### src/rtl/dpd_cap_trigger_gen.sv
// Capture trigger sequencer for the DPD capture block: picks a trigger source,
// applies the programmed delay, fires cap_trigger and waits for cap_done, 1..N times.
module dpd_cap_trigger_gen #(
  parameter int DELAY_WIDTH = 16,
  parameter int CNT_WIDTH   = 8
) (
  input  logic                   data_clk,
  input  logic                   data_rst,
  input  logic                   arm,
  input  logic                   abort,
  input  logic [1:0]             mode,
  input  logic                   ext_trig,
  input  logic [31:0]            data_in_0,
  input  logic [31:0]            threshold,
  input  logic [DELAY_WIDTH-1:0] delay,
  input  logic [CNT_WIDTH-1:0]   num_caps,
  input  logic                   cap_done,
  output logic                   cap_trigger,
  output logic                   busy,
  output logic                   done,
  output logic [CNT_WIDTH-1:0]   cap_count,
  output logic [2:0]             dbg_state
);

  typedef enum logic [2:0] {
    S_IDLE      = 3'd0,
    S_WAIT_EVT  = 3'd1,
    S_DELAY     = 3'd2,
    S_FIRE      = 3'd3,
    S_WAIT_DONE = 3'd4
  } state_e;

  state_e                 state_q, state_d;
  logic [1:0]             mode_q, mode_d;
  logic [31:0]            thr_q, thr_d;
  logic [DELAY_WIDTH-1:0] dly_q, dly_d;
  logic [DELAY_WIDTH-1:0] cnt_q, cnt_d;
  logic [CNT_WIDTH-1:0]   num_q, num_d;
  logic [CNT_WIDTH-1:0]   cap_count_q, cap_count_d;
  logic                   ext_dly_q, ext_dly_d;
  logic                   done_dly_q, done_dly_d;
  logic [30:0]            ii_q, ii_d;
  logic [30:0]            qq_q, qq_d;
  logic                   pwr_evt_q, pwr_evt_d;
  logic                   cap_trigger_q, cap_trigger_d;
  logic                   done_q, done_d;
  logic                   busy_q, busy_d;

  logic signed [15:0]     samp_re, samp_im;
  logic [31:0]            pwr_sum;
  logic                   ext_rise, done_rise, evt;
  logic [CNT_WIDTH-1:0]   num_eff, count_inc;

  assign samp_re   = data_in_0[15:0];
  assign samp_im   = data_in_0[31:16];
  // Squares of signed 16-bit values peak at 2^30, so 31 bits hold them and the sum fits 32 bits.
  assign pwr_sum   = 32'(ii_q) + 32'(qq_q);
  assign ext_rise  = ext_trig & ~ext_dly_q;
  assign done_rise = cap_done & ~done_dly_q;
  assign num_eff   = (num_q == '0) ? CNT_WIDTH'(1) : num_q;
  assign count_inc = cap_count_q + CNT_WIDTH'(1);

  always_comb begin
    evt = 1'b0;
    case (mode_q)
      2'd0:    evt = 1'b1;
      2'd2:    evt = pwr_evt_q;
      default: evt = ext_rise;
    endcase
  end

  // Handshake: arm is a one-cycle request honoured only in IDLE; each capture is
  // acknowledged by a rising edge of cap_done seen after cap_trigger has been issued.
  always_comb begin
    state_d       = state_q;
    mode_d        = mode_q;
    thr_d         = thr_q;
    dly_d         = dly_q;
    num_d         = num_q;
    cnt_d         = cnt_q;
    cap_count_d   = cap_count_q;
    cap_trigger_d = 1'b0;
    done_d        = 1'b0;
    ext_dly_d     = ext_trig;
    done_dly_d    = cap_done;
    ii_d          = 31'(32'(samp_re) * 32'(samp_re));
    qq_d          = 31'(32'(samp_im) * 32'(samp_im));
    pwr_evt_d     = pwr_sum > thr_q;

    if (abort) begin
      state_d = S_IDLE;
    end else begin
      case (state_q)
        S_IDLE: begin
          if (arm) begin
            state_d     = S_WAIT_EVT;
            mode_d      = mode;
            thr_d       = threshold;
            dly_d       = delay;
            num_d       = num_caps;
            cap_count_d = '0;
          end
        end
        S_WAIT_EVT: begin
          if (evt) begin
            if (dly_q == '0) begin
              state_d = S_FIRE;
            end else begin
              cnt_d   = dly_q;
              state_d = S_DELAY;
            end
          end
        end
        S_DELAY: begin
          if (cnt_q == DELAY_WIDTH'(1)) begin
            state_d = S_FIRE;
          end else begin
            cnt_d = cnt_q - DELAY_WIDTH'(1);
          end
        end
        S_FIRE: begin
          cap_trigger_d = 1'b1;
          state_d       = S_WAIT_DONE;
        end
        S_WAIT_DONE: begin
          if (done_rise) begin
            cap_count_d = count_inc;
            if (count_inc == num_eff) begin
              state_d = S_IDLE;
              done_d  = 1'b1;
            end else begin
              state_d = S_WAIT_EVT;
            end
          end
        end
        default: state_d = S_IDLE;
      endcase
    end

    busy_d = (state_d != S_IDLE);
  end

  always_ff @(posedge data_clk) begin
    if (data_rst) begin
      state_q       <= S_IDLE;
      mode_q        <= '0;
      thr_q         <= '0;
      dly_q         <= '0;
      num_q         <= '0;
      cnt_q         <= '0;
      cap_count_q   <= '0;
      ext_dly_q     <= 1'b0;
      done_dly_q    <= 1'b0;
      ii_q          <= '0;
      qq_q          <= '0;
      pwr_evt_q     <= 1'b0;
      cap_trigger_q <= 1'b0;
      done_q        <= 1'b0;
      busy_q        <= 1'b0;
    end else begin
      state_q       <= state_d;
      mode_q        <= mode_d;
      thr_q         <= thr_d;
      dly_q         <= dly_d;
      num_q         <= num_d;
      cnt_q         <= cnt_d;
      cap_count_q   <= cap_count_d;
      ext_dly_q     <= ext_dly_d;
      done_dly_q    <= done_dly_d;
      ii_q          <= ii_d;
      qq_q          <= qq_d;
      pwr_evt_q     <= pwr_evt_d;
      cap_trigger_q <= cap_trigger_d;
      done_q        <= done_d;
      busy_q        <= busy_d;
    end
  end

  assign cap_trigger = cap_trigger_q;
  assign busy        = busy_q;
  assign done        = done_q;
  assign cap_count   = cap_count_q;
  assign dbg_state   = state_q;

endmodule

### config.mk
export PLATFORM = sky130hd
export DESIGN_NAME = dpd_cap_trigger_gen
export DESIGN_NICKNAME = d
export VERILOG_FILES = /design/src/rtl/dpd_cap_trigger_gen.sv
export SDC_FILE = /design/constraint.sdc
export NUM_CORES = 2
export LEC_CHECK = 0
export CAP_MARGIN = 40
export CELL_PAD_IN_SITES_DETAIL_PLACEMENT = 0
export CELL_PAD_IN_SITES_GLOBAL_PLACEMENT = 1
export CORE_MARGIN = 2
export CORE_UTILIZATION = 44
export DETAILED_ROUTE_END_ITERATION = 8
export PLACE_DENSITY = 0.75
export RECOVER_POWER = 25
export SLEW_MARGIN = 30
export SYNTH_ARGS = -nofsm -noshare
export SYNTH_HDL_FRONTEND = slang
export SYNTH_SLANG_ARGS = --single-unit
### constraint.sdc
create_clock -name data_clk -period 6.9 [get_ports data_clk]
set_clock_uncertainty 0.05 [all_clocks]
set_input_delay 1.38 -clock data_clk [delete_from_list [all_inputs] [get_ports data_clk]]
set_output_delay 1.38 -clock data_clk [all_outputs]
set_load 0.02 [all_outputs]
==> run metrics <==
Synth area leader=fa_1; fin cells=3,975; proportion of layout cells with a drive suffix above 1=0.170; Synth top area share=0.375; flops & latches, synth=151; Syn Inst Count=2,819; Die W=241 um; CTS tree=yes; vias in the first global route=21,300; Relative slew margins=-0.652; Inserted Clock Buffers=17; CTS HTree Levels=4; crit path DAT=6980 ps; GP Congestion=0.854; DR pass1 iterations=6; root buf cell=clkbuf_16; top_reg_cell synth=dfxtp_1; Routed wire per std cell=14.8 um; Finished Cell Area=30,200 sq um; Worst-Margin Slew=2480 ps; I/O Buffers=109; synthesized cell area=24,700 sq um; Total GRT Usage=0.213; DR vias=19,400; Syn Nets=3,611; grt total ovfl=0; initial antenna violation count=0; # IOs=110; Max-Cap Viols=1; Final min period=6710 ps; Hold WC Path Type=reg -> reg; crit path kind=in -> reg; # DRC=0; ANT nets after route=0; core area=55,300 sq um; Avg Cell Area, Syn=8.75 sq um; pin count of the biggest net entering global routing=61; Die Y=241 um; Seq/Total Area, Yosys=0.123; failing checks=capacitance limit, slew limit; worst-path maximum fanout=5; top cells by area, synth=fa_1 (37%), dfxtp_1 (12%), ha_1 (12%); DP HPWL=50,500 um; nets=4,006; placed cell area=28,900 sq um; Worst EP required=7160 ps; first-pass GRT wire length=100,000 um; final WL=58,700 um; hold path depth=2; area growth from synthesis to layout=22.5%; R2R cell count=18; ANT cells=0; Clock Latency Late Sink=430 ps; clk buf depth=2; clk slew on worst S/H paths=60 ps; Cell variety after synth=62; final setup TNS=0 ps; row count=86; Yosys warning count=0; Async SR Flop Fraction=0; clock sinks=151; status=complete, but fails checks; Final Cycle Share=0.973; Final Setup Violations=0; Final Hold Viols=0; Post-CTS Hold Buffers=0; via/cell ratio=4.89; crit start category=primary input; DRT iter0 DRCs=869; Starting Density=0.446; Pins Over Slew Limit=50; die area=58,000 sq um; fmax=149 MHz; Critical Path End Type=flip-flop; placed cells=3,923; EDFF count, synth=0
## logic make-up (layout without fill, tap and decap cells)
family / Yosys count / after routing / share of synthesized area
and+or+nand+nor: 733 / 733 / 0.136
AOI/OAI and AO/OA: 349 / 349 / 0.0885
adders and majority gates: 696 / 696 / 0.493
muxes: 4 / 4 / 0.00172
DFF: 151 / 151 / 0.123
buffers and inverters: 772 / 1180 / 0.118
xor gates and xnor gates: 114 / 114 / 0.0405
## state kept, by name, summed over array words and instances, names as in the netlist, 2 cells and up
signal / count
thr_q: 32
ii_q: 30
qq_q: 30
cnt_q: 16
dly_q: 16
cap_count: 8
num_q: 8
dbg_state: 3
mode_q: 2
## final cells by class
| type | instances | area [sq um] |
|---|---|---|
| Fill cell | 5122 | 25100 |
| Clock inverter | 11 | 96.3 |
| Timing Repair Buffer | 462 | 3790 |
| Tap cell | 748 | 936 |
| Inverter | 686 | 2580 |
| Clock buffer | 21 | 480 |
| Multi-Input combinational cell | 1896 | 19300 |
| Sequential cell | 151 | 3020 |
## critical path, stage by stage
cell and delay [ps]:
clkbuf_2 170, buf_4 160, nand2_4 60, buf_6 120
fa_1 470, inv_1 50, ha_1 300, inv_2 40
fa_1 540, inv_2 40, fa_1 490, fa_1 520
fa_1 600, ha_4 220, a211o_1 280, a221oi_4 300
o21ai_2 100, a221oi_4 320, o22ai_2 140, o21a_1 230
a31oi_2 190, xor2_1 170, nor2_1 60
## layout by cell type (no fill, tap or decap), types with 10 or more instances in the layout
cell type        netlist  layout
inv_1                684     667
fa_1                 462     440
buf_4                  0     333
nand2_1              318     305
ha_1                 234     223
dfxtp_1              151     151
nor2_1               159     148
a21oi_1              136     127
xnor2_1               79      77
clkdlybuf4s50_1        0      74
and2_1                79      69
o21ai_0               58      53
a21o_1                42      42
xor2_1                35      34
nand3_1               35      33
nor3_1                33      25
fa_2                   0      22
nor2b_1               21      21
nand2b_1              21      21
o21a_1                20      20
buf_6                  0      20
clkbuf_16              0      17
inv_2                  0      16
o21bai_1              15      14
nand4_1               12      12
nand2_2                0      11
a211oi_1              11      10
nand3b_1              10      10
ha_4                   0      10
clkbuf_2               0      10
## timing repair
item | 4_1_cts | 5_1_grt
pin swaps | 46 | 82
buffers inserted | 13 | 10
endpoints found under the setup margin | 16 | 19
resized for setup | 95 | 143
## final timing paths
| path | start | endpoint | slack (ps) |
|---|---|---|---|
| max reg2reg | ii_q[3]$_SDFF_PP0_ | pwr_evt_q$_SDFF_PP0_ | 2640 |
| min reg2reg | thr_q[1]$_SDFFE_PP0P_ | thr_q[1]$_SDFFE_PP0P_ | 400 |
| max | data_in_0[19] | qq_q[29]$_SDFF_PP0_ | 190 |
| min | thr_q[1]$_SDFFE_PP0P_ | thr_q[1]$_SDFFE_PP0P_ | 400 |
## metrics by stage
stage	setup slack (ps)	util	hold WS (ps)
floorplan	-64.1	-	382
global placement	-755	0.522	389
detailed placement	-840	0.523	399
CTS	-10.0	0.540	408
global route	-10.4	0.547	427
finish	189	0.547	404
## synthesized netlist by cell type, types with 3 or more instances
master and number:
inv_1 684, fa_1 462, nand2_1 318, ha_1 234
nor2_1 159, dfxtp_1 151, a21oi_1 136, clkbuf_1 81
and2_1 79, xnor2_1 79, o21ai_0 58, a21o_1 42
nand3_1 35, xor2_1 35, nor3_1 33, nand2b_1 21
nor2b_1 21, o21a_1 20, o21bai_1 15, nand4_1 12
a211oi_1 11, and3_1 11, nand3b_1 10, a22oi_1 9
a31oi_1 9, nor4_1 8, or2_2 7, nor3b_1 6
or3_1 6, o22ai_1 5, o31ai_1 5, buf_2 4
o211ai_1 4, o31a_1 4, a31o_2 3, o21ai_1 3
o41ai_1 3
## layer usage
metal,GRT usage,vias up,share of wire
li1,-,9359,-
met1,0.278,9675,0.44
met2,0.386,329,0.51
met3,0.0216,59,0.039
met4,0.0389,0,0.014
met5,0,-,0
Power is left out: the tool's default activity adds up to more than one toggle a clock period on the data nets, which glitch-free logic cannot reach.
